[config.mk]
export PLATFORM = sky130hd
export DESIGN_NAME = sdram_protocol_monitor
export DESIGN_NICKNAME = d
export VERILOG_FILES = /design/src/rtl/sdram_protocol_monitor.sv
export SDC_FILE = /design/constraint.sdc
export NUM_CORES = 1
export LEC_CHECK = 0
export CAP_MARGIN = 15
export CELL_PAD_IN_SITES_DETAIL_PLACEMENT = 2
export CELL_PAD_IN_SITES_GLOBAL_PLACEMENT = 2
export CORE_UTILIZATION = 36
export DETAILED_ROUTE_END_ITERATION = 8
export PLACE_DENSITY = 0.81
export SYNTH_ARGS = -nofsm -noshare
export SYNTH_HDL_FRONTEND = slang
export SYNTH_SLANG_ARGS = --single-unit
export TNS_END_PERCENT = 1
[constraint.sdc]
create_clock -name sdram_clk -period 4.5 [get_ports sdram_clk]
set_input_delay 1.35 -clock sdram_clk [delete_from_list [all_inputs] [get_ports sdram_clk]]
set_output_delay 1.35 -clock sdram_clk [all_outputs]
set_load 0.02 [all_outputs]
[src/rtl/sdram_protocol_monitor.sv]
// sdram_protocol_monitor
// Passive checker for the controller-to-SDRAM command pins. It tracks the power-up init
// sequence, per-bank open/close state, tRP/tRCD/tRFC, the refresh interval and CAS-latency
// read-data timing. Each violation sets a sticky bit and bumps a saturating count. The
// lowest bit detected first is latched as a code.
// err_vec bits: 0 INIT, 1 TRP, 2 TRCD, 3 CLOSED, 4 OPEN, 5 TRFC, 6 RFSH, 7 CAS.
// Optional build macro: SDRAM_MON_DISPLAY_EN adds a simulation-only $error report on every
// detection. Register behaviour is the same with or without it.

module sdram_protocol_monitor #(
    parameter int unsigned NUM_BANKS = 4,
    parameter int unsigned BA_W      = 2,
    parameter int unsigned INIT_NOP  = 10000,
    parameter int unsigned TRP       = 2,
    parameter int unsigned TRCD      = 2,
    parameter int unsigned TRFC      = 7,
    parameter int unsigned RFSH_MAX  = 256,
    parameter int unsigned TMR_W     = 16,
    parameter int unsigned CNT_W     = 16
) (
    input  logic             sdram_clk,
    input  logic             sdram_rst_n,
    input  logic             sdram_cs_n,
    input  logic             sdram_ras_n,
    input  logic             sdram_cas_n,
    input  logic             sdram_we_n,
    input  logic [BA_W-1:0]  sdram_ba,
    input  logic             sdram_a10,
    input  logic             sdram_rd_valid,
    input  logic [2:0]       cfg_cas,
    input  logic             err_clr,
    output logic             init_done,
    output logic [7:0]       err_vec,
    output logic [CNT_W-1:0] err_cnt,
    output logic [2:0]       first_err,
    output logic             first_err_vld
);

    // {ras_n, cas_n, we_n} encodings
    localparam logic [2:0] CmdMrs = 3'b000;
    localparam logic [2:0] CmdRef = 3'b001;
    localparam logic [2:0] CmdPre = 3'b010;
    localparam logic [2:0] CmdAct = 3'b011;
    localparam logic [2:0] CmdWr  = 3'b100;
    localparam logic [2:0] CmdRd  = 3'b101;
    localparam logic [2:0] CmdNop = 3'b111;

    typedef enum logic [2:0] {
        StPwr, StWaitPre, StWaitRef1, StWaitRef2, StWaitMrs, StRun
    } state_e;

    state_e               state_q, state_d;
    logic [2:0]           cmd;
    logic                 is_nop;
    logic                 run;
    logic                 init_err;
    logic                 init_ok;

    logic [TMR_W-1:0]     init_cnt_q, init_cnt_d;
    logic [NUM_BANKS-1:0] open_q, open_d;
    logic [TMR_W-1:0]     pre_tmr_q [NUM_BANKS];
    logic [TMR_W-1:0]     pre_tmr_d [NUM_BANKS];
    logic [TMR_W-1:0]     act_tmr_q [NUM_BANKS];
    logic [TMR_W-1:0]     act_tmr_d [NUM_BANKS];
    logic [TMR_W-1:0]     rfc_tmr_q, rfc_tmr_d;
    logic [TMR_W-1:0]     rfsh_tmr_q, rfsh_tmr_d;
    logic                 rfsh_on_q, rfsh_on_d;
    logic                 rfsh_armed_q, rfsh_armed_d;
    logic [3:0]           rd_sr_q, rd_sr_d;
    logic [1:0]           cas_idx;
    logic                 cas_ok;

    logic [7:0]           det;
    logic [7:0]           err_vec_q, err_vec_d, vec_base;
    logic [CNT_W-1:0]     err_cnt_q, err_cnt_d, cnt_base;
    logic [CNT_W:0]       cnt_sum;
    logic [3:0]           det_num;
    logic [2:0]           det_low;
    logic [2:0]           first_err_q, first_err_d;
    logic                 vld_q, vld_d, vld_base;

    function automatic logic [TMR_W-1:0] sat_inc(input logic [TMR_W-1:0] v);
        return (&v) ? v : v + TMR_W'(1);
    endfunction

    // Deselected chip is indistinguishable from NOP.
    assign cmd     = sdram_cs_n ? CmdNop : {sdram_ras_n, sdram_cas_n, sdram_we_n};
    assign is_nop  = (cmd == CmdNop);
    assign init_ok = (init_cnt_q >= TMR_W'(INIT_NOP));

    // Init FSM state register
    always_ff @(posedge sdram_clk or negedge sdram_rst_n) begin
        if (!sdram_rst_n) begin
            state_q <= StPwr;
        end else begin
            state_q <= state_d;
        end
    end

    // Init FSM next state: illegal commands hold the state except in PWR
    always_comb begin
        state_d = state_q;
        unique case (state_q)
            StPwr: begin
                if (!is_nop) state_d = (cmd == CmdPre && init_ok) ? StWaitRef1 : StWaitPre;
            end
            StWaitPre:  if (cmd == CmdPre) state_d = StWaitRef1;
            StWaitRef1: if (cmd == CmdRef) state_d = StWaitRef2;
            StWaitRef2: if (cmd == CmdRef) state_d = StWaitMrs;
            StWaitMrs:  if (cmd == CmdMrs) state_d = StRun;
            StRun:      state_d = StRun;
            default:    state_d = StPwr;
        endcase
    end

    // Init FSM outputs: init_done and init-sequence violations
    always_comb begin
        run      = (state_q == StRun);
        init_err = 1'b0;
        unique case (state_q)
            StPwr:      init_err = !is_nop && !(cmd == CmdPre && init_ok);
            StWaitPre:  init_err = !is_nop && (cmd != CmdPre);
            StWaitRef1: init_err = !is_nop && (cmd != CmdRef);
            StWaitRef2: init_err = !is_nop && (cmd != CmdRef);
            StWaitMrs:  init_err = !is_nop && (cmd != CmdMrs);
            default:    init_err = 1'b0;
        endcase
    end

    assign init_done = run;

    // Next-state for bank state, timing timers and the read-marker shift register
    always_comb begin
        init_cnt_d = init_cnt_q;
        if (state_q == StPwr && is_nop) init_cnt_d = sat_inc(init_cnt_q);

        open_d = open_q;
        for (int b = 0; b < NUM_BANKS; b++) begin
            pre_tmr_d[b] = sat_inc(pre_tmr_q[b]);
            act_tmr_d[b] = sat_inc(act_tmr_q[b]);
            if (cmd == CmdPre && (sdram_a10 || sdram_ba == BA_W'(b))) begin
                pre_tmr_d[b] = TMR_W'(1);
                open_d[b]    = 1'b0;
            end
            if (cmd == CmdAct && sdram_ba == BA_W'(b)) begin
                act_tmr_d[b] = TMR_W'(1);
                open_d[b]    = 1'b1;
            end
        end

        rfc_tmr_d = (cmd == CmdRef) ? TMR_W'(1) : sat_inc(rfc_tmr_q);

        // Interval timer only runs once the second init REF has been seen.
        rfsh_on_d = rfsh_on_q | (state_q == StWaitRef2 && cmd == CmdRef);
        if (cmd == CmdRef) begin
            rfsh_tmr_d   = TMR_W'(1);
            rfsh_armed_d = 1'b1;
        end else begin
            rfsh_tmr_d   = rfsh_on_q ? sat_inc(rfsh_tmr_q) : rfsh_tmr_q;
            rfsh_armed_d = rfsh_armed_q && (rfsh_tmr_q != TMR_W'(RFSH_MAX));
        end

        // rd_sr_q[k] set means a READ was sampled k+1 cycles ago.
        rd_sr_d = {rd_sr_q[2:0], cmd == CmdRd};
    end

    // Bank state and timer registers
    always_ff @(posedge sdram_clk or negedge sdram_rst_n) begin
        if (!sdram_rst_n) begin
            init_cnt_q   <= '0;
            open_q       <= '0;
            for (int b = 0; b < NUM_BANKS; b++) begin
                pre_tmr_q[b] <= '1;
                act_tmr_q[b] <= '1;
            end
            rfc_tmr_q    <= '1;
            rfsh_tmr_q   <= '0;
            rfsh_on_q    <= 1'b0;
            rfsh_armed_q <= 1'b0;
            rd_sr_q      <= '0;
        end else begin
            init_cnt_q   <= init_cnt_d;
            open_q       <= open_d;
            for (int b = 0; b < NUM_BANKS; b++) begin
                pre_tmr_q[b] <= pre_tmr_d[b];
                act_tmr_q[b] <= act_tmr_d[b];
            end
            rfc_tmr_q    <= rfc_tmr_d;
            rfsh_tmr_q   <= rfsh_tmr_d;
            rfsh_on_q    <= rfsh_on_d;
            rfsh_armed_q <= rfsh_armed_d;
            rd_sr_q      <= rd_sr_d;
        end
    end

    assign cas_ok  = (cfg_cas == 3'd2) || (cfg_cas == 3'd3);
    assign cas_idx = cfg_cas[1:0] - 2'd1;

    // Violation detection against pre-command bank state
    always_comb begin
        det    = '0;
        det[0] = init_err;
        if (run) begin
            unique case (cmd)
                CmdAct: begin
                    det[1] = (pre_tmr_q[sdram_ba] < TMR_W'(TRP));
                    det[4] = open_q[sdram_ba];
                end
                CmdRd, CmdWr: begin
                    det[2] = (act_tmr_q[sdram_ba] < TMR_W'(TRCD));
                    det[3] = !open_q[sdram_ba];
                end
                CmdRef:  det[4] = |open_q;
                default: det[4] = 1'b0;
            endcase
            det[5] = !is_nop && (rfc_tmr_q < TMR_W'(TRFC));
            det[6] = rfsh_on_q && rfsh_armed_q && (rfsh_tmr_q == TMR_W'(RFSH_MAX));
            det[7] = cas_ok ? (sdram_rd_valid != rd_sr_q[cas_idx]) : 1'b1;
        end
    end

    // Error bookkeeping next state; a same-cycle detection lands on top of err_clr
    always_comb begin
        vec_base  = err_clr ? '0 : err_vec_q;
        cnt_base  = err_clr ? '0 : err_cnt_q;
        vld_base  = err_clr ? 1'b0 : vld_q;
        err_vec_d = vec_base | det;

        det_num = '0;
        det_low = '0;
        for (int i = 7; i >= 0; i--) begin
            det_num = det_num + {3'b000, det[i]};
            if (det[i]) det_low = 3'(i);
        end
        cnt_sum   = {1'b0, cnt_base} + (CNT_W + 1)'(det_num);
        err_cnt_d = cnt_sum[CNT_W] ? '1 : cnt_sum[CNT_W-1:0];

        first_err_d = first_err_q;
        vld_d       = vld_base;
        if (!vld_base && (|det)) begin
            first_err_d = det_low;
            vld_d       = 1'b1;
        end
    end

    // Error registers
    always_ff @(posedge sdram_clk or negedge sdram_rst_n) begin
        if (!sdram_rst_n) begin
            err_vec_q   <= '0;
            err_cnt_q   <= '0;
            first_err_q <= '0;
            vld_q       <= 1'b0;
        end else begin
            err_vec_q   <= err_vec_d;
            err_cnt_q   <= err_cnt_d;
            first_err_q <= first_err_d;
            vld_q       <= vld_d;
        end
    end

    assign err_vec       = err_vec_q;
    assign err_cnt       = err_cnt_q;
    assign first_err     = first_err_q;
    assign first_err_vld = vld_q;

`ifdef SDRAM_MON_DISPLAY_EN
    function automatic string err_name(input int idx);
        case (idx)
            0:       return "INIT";
            1:       return "TRP";
            2:       return "TRCD";
            3:       return "CLOSED";
            4:       return "OPEN";
            5:       return "TRFC";
            6:       return "RFSH";
            default: return "CAS";
        endcase
    endfunction

    // Simulation-only report of every detection
    always @(posedge sdram_clk) begin
        if (sdram_rst_n) begin
            for (int i = 0; i < 8; i++) begin
                if (det[i]) $error("%0t sdram_protocol_monitor: %s error, bank %0d",
                                   $time, err_name(i), sdram_ba);
            end
        end
    end
`else
    // Silent build: violations are visible only through the error registers.
`endif

endmodule

==> flow_metrics.tcl <==
set metrics [dict create \
    dieArea_um2 33600 \
    ioPinCount 43 \
    grt_max_degree 98 \
    path_cells "buf_8, buf_8, and2_1, nand4_1, nor4_2, o31a_1, inv_2, fa_2, fa_1, fa_1, fa_2, inv_2, fa_2, a21o_1, a21oi_4, nor4b_4, nand4b_1, buf_6, o211ai_1" \
    track_usage 0.264 \
    rsz0062_at_grt "true" \
    ys.flop_type "dfstp_2" \
    cts_buffers 26 \
    finalHoldViolations 0 \
    antenna_left 0 \
    yosysUniqueCellTypes 78 \
    final_nets 1421 \
    portBuffers 42 \
    fin_ws_ps -936 \
    p_leak_uw 0.00603 \
    syn_nets 1257 \
    firstDrtPassIters 4 \
    tritoncts "done" \
    finalCritPeriodShare 1.21 \
    dp_hpwl_mm 25.8 \
    grt_pass1_vias 11900 \
    synth_area_um2 11800 \
    clkSlewWorstSetupHoldPaths_ps 70 \
    finClkSkew_ps 23.3 \
    status "finished with violations" \
    htreeDepth 1 \
    fillers 3336 \
    hold_class "flip-flop to flip-flop" \
    maxCapViolations 0 \
    dp_cells 1785 \
    failed_checks "setup timing" \
    maxSlewHeadroom 0.443 \
    place_congestion 0.800 \
    critical_path.max_stage_delay_ps 560 \
    cts_root_buf "clkbuf_16" \
    start_kind "input pin" \
    final_cell_mix "nor2_1, dfstp_2, buf_4" \
    vias_per_cell 5.64 \
    critPathMaxFanout 7 \
    fin_util 0.454 \
    p_total_uw 7390 \
    pwr-share-seq 0.441 \
    crit_slowest_cell "fa_2" \
    ys.warnings.count 0 \
    cp.required_ps 4930 \
    path_common_cell "fa_2" \
    syn_inst 1216 \
    synth_seq_cells 217 \
    wl_per_cell_um 23.9 \
    final_layout_size_suffix_gt1_frac 0.273 \
    pwr-share-comb 0.261 \
    powerDensity_nw_per_um2 502 \
    final_common_cell "nor2_1" \
    coreArea_um2 32500 \
    internal-power_uw 4830 \
    clockBufferDepth 3 \
    power.switching_uw 2560 \
    place_area_um2 13700 \
    first_iter_violations 499 \
    fmax_ghz 0.184 \
    syn2layout_area_growth_pct 24.4 \
    ir_worst_vdd_mv 0.329 \
    synth-edff-count 0 \
    die_w_um 183 \
    cts_sinks 217 \
    power_frac_clock 0.298 \
    fp-row-count 66 \
    clock_latency_ps 560 \
    min_period_ps 5440 \
    end_kind "flip-flop" \
    start_util 0.365 \
    switching_share 0.346 \
    gr-total-overflow 0 \
    finalSetupViolations 16 \
    tightest_slew_ps 828 \
    ys_seq_area_frac 0.474 \
    layout.cells.non_filler 1843 \
    tns_ps -13440 \
    drt_wl_total_mm 44.1 \
    die_h_um 183 \
    postLayoutCellArea_um2 14700 \
    antenna_found_initial 1 \
    grt_pass1_wl_mm 69.8 \
    vias 10400 \
    crit_arrival_ps 5870 \
    timing.final.max_slew_violations 0 \
    avgSynthCellArea_um2 9.73 \
    drc 0 \
    ys_async_sr_fraction 1.00 \
    crit_type "input pin to flip-flop" \
]
==> cell families (layout without fill, tap and decap cells) <==
family / count (synthesis) / count (layout) / share of synthesized area
adders and majority gates: 27 / 27 / 0.0317
xor gates and xnor gates: 136 / 136 / 0.101
other: 0 / 1 / 0
DFF: 217 / 217 / 0.474
muxes: 13 / 13 / 0.0135
and+or+nand+nor: 591 / 591 / 0.267
buffers and inverters: 87 / 271 / 0.0284
AOI/OAI and AO/OA: 145 / 145 / 0.0843
==> registers in the layout, summed over array words and instances, names as in the netlist <==
register       flops
state_q            3
first_err          3
rfsh_armed_q       1
rfc_tmr_q         16
rfsh_on_q          1
act_tmr_q         64
rd_sr_q            4
rfsh_tmr_q        16
first_err_vld      1
pre_tmr_q         64
init_cnt_q        16
err_cnt           16
open_q             4
err_vec            8
==> critical path, delay by kind of cell <==
| family | cells | cell delay, ps |
|---|---|---|
| adder cells (fa/ha/maj) | 5 | 2170 |
| buffers and inverters | 5 | 560 |
| AO/OA/AOI/OAI | 4 | 640 |
| AND/OR/NAND/NOR | 5 | 1100 |
==> through the flow <==
step	setup slack, ps	hold slack, ps
after floorplan	-1010	349
after global placement	-1600	358
after detailed placement	-1900	363
after CTS	-788	393
after global routing	-986	419
final	-936	425
==> cell type report <==
class | count | area [µm²] | area share
clock inverters | 9 | 68.8 | 0.00468
multi-input cells | 912 | 6040 | 0.410
diodes | 1 | 2.50 | 0.000170
clock buffers | 39 | 801 | 0.0544
flip-flops and latches | 217 | 5610 | 0.381
repair buffers | 179 | 1480 | 0.101
well taps | 442 | 553 | 0.0376
inverters | 44 | 165 | 0.0112
==> power by group through the flow <==
| stage | clock, µW | sequential (µW) | combinational [µW] |
|---|---|---|---|
| 3_3_place_gp | 0 | 3170 | 1650 |
| 2_1_floorplan | 0 | 3130 | 974 |
| 4_1_cts | 2220 | 3220 | 1880 |
| 6_report | 2200 | 3260 | 1930 |
| 3_5_place_dp | 0 | 3210 | 1780 |
| 5_1_grt | 2310 | 3310 | 2110 |
==> path summary, 6_finish.rpt <==
check                      slack (ps)  cells past startpoint                   endpoint                      start
max                              -940                     19       err_cnt[5]$_DFF_PN0_                sdram_ba[0]
min                               430                      0       rd_sr_q[1]$_DFF_PN0_       rd_sr_q[0]$_DFF_PN0_
max reg2reg                      -670                     17       err_cnt[5]$_DFF_PN0_  init_cnt_q[5]$_DFFE_PN0P_
min reg2reg                       430                      0       rd_sr_q[1]$_DFF_PN0_       rd_sr_q[0]$_DFF_PN0_
max in group asynchronous        2680                      2  act_tmr_q[17]$_DFFE_PN1P_                sdram_rst_n
min in group asynchronous         840                      1  init_cnt_q[4]$_DFFE_PN0P_                sdram_rst_n
==> routing by layer <==
metal,global-route usage,vias up,wire length (µm)
met3,0.0411,99,1690
met5,0,-,0
met1,0.313,5455,17700
met4,0.0970,0,1510
li1,-,4638,-
met2,0.479,202,23200
==> Yosys cell counts, drive strengths merged (23+ instances only) <==
cell type / n / area share
dfstp: 144 / 0.32
clkbuf: 34 / 0.011
xnor2: 57 / 0.042
xor2: 79 / 0.058
nand4: 47 / 0.025
a21oi: 23 / 0.010
nor4: 45 / 0.025
dfrtp: 73 / 0.15
nand2: 89 / 0.028
o21ai: 42 / 0.018
nor3: 55 / 0.026
nor2: 160 / 0.051
nand3: 56 / 0.024
inv: 44 / 0.014
==> what timing repair did <==
item,in CTS,in global routing
pin swaps,19,12
gates cloned,0,1
gates resized for setup,54,12
endpoints found under the setup margin,16,16
setup buffers,4,3
hold buffers,0,0
Power figures use the tool's default switching activity.
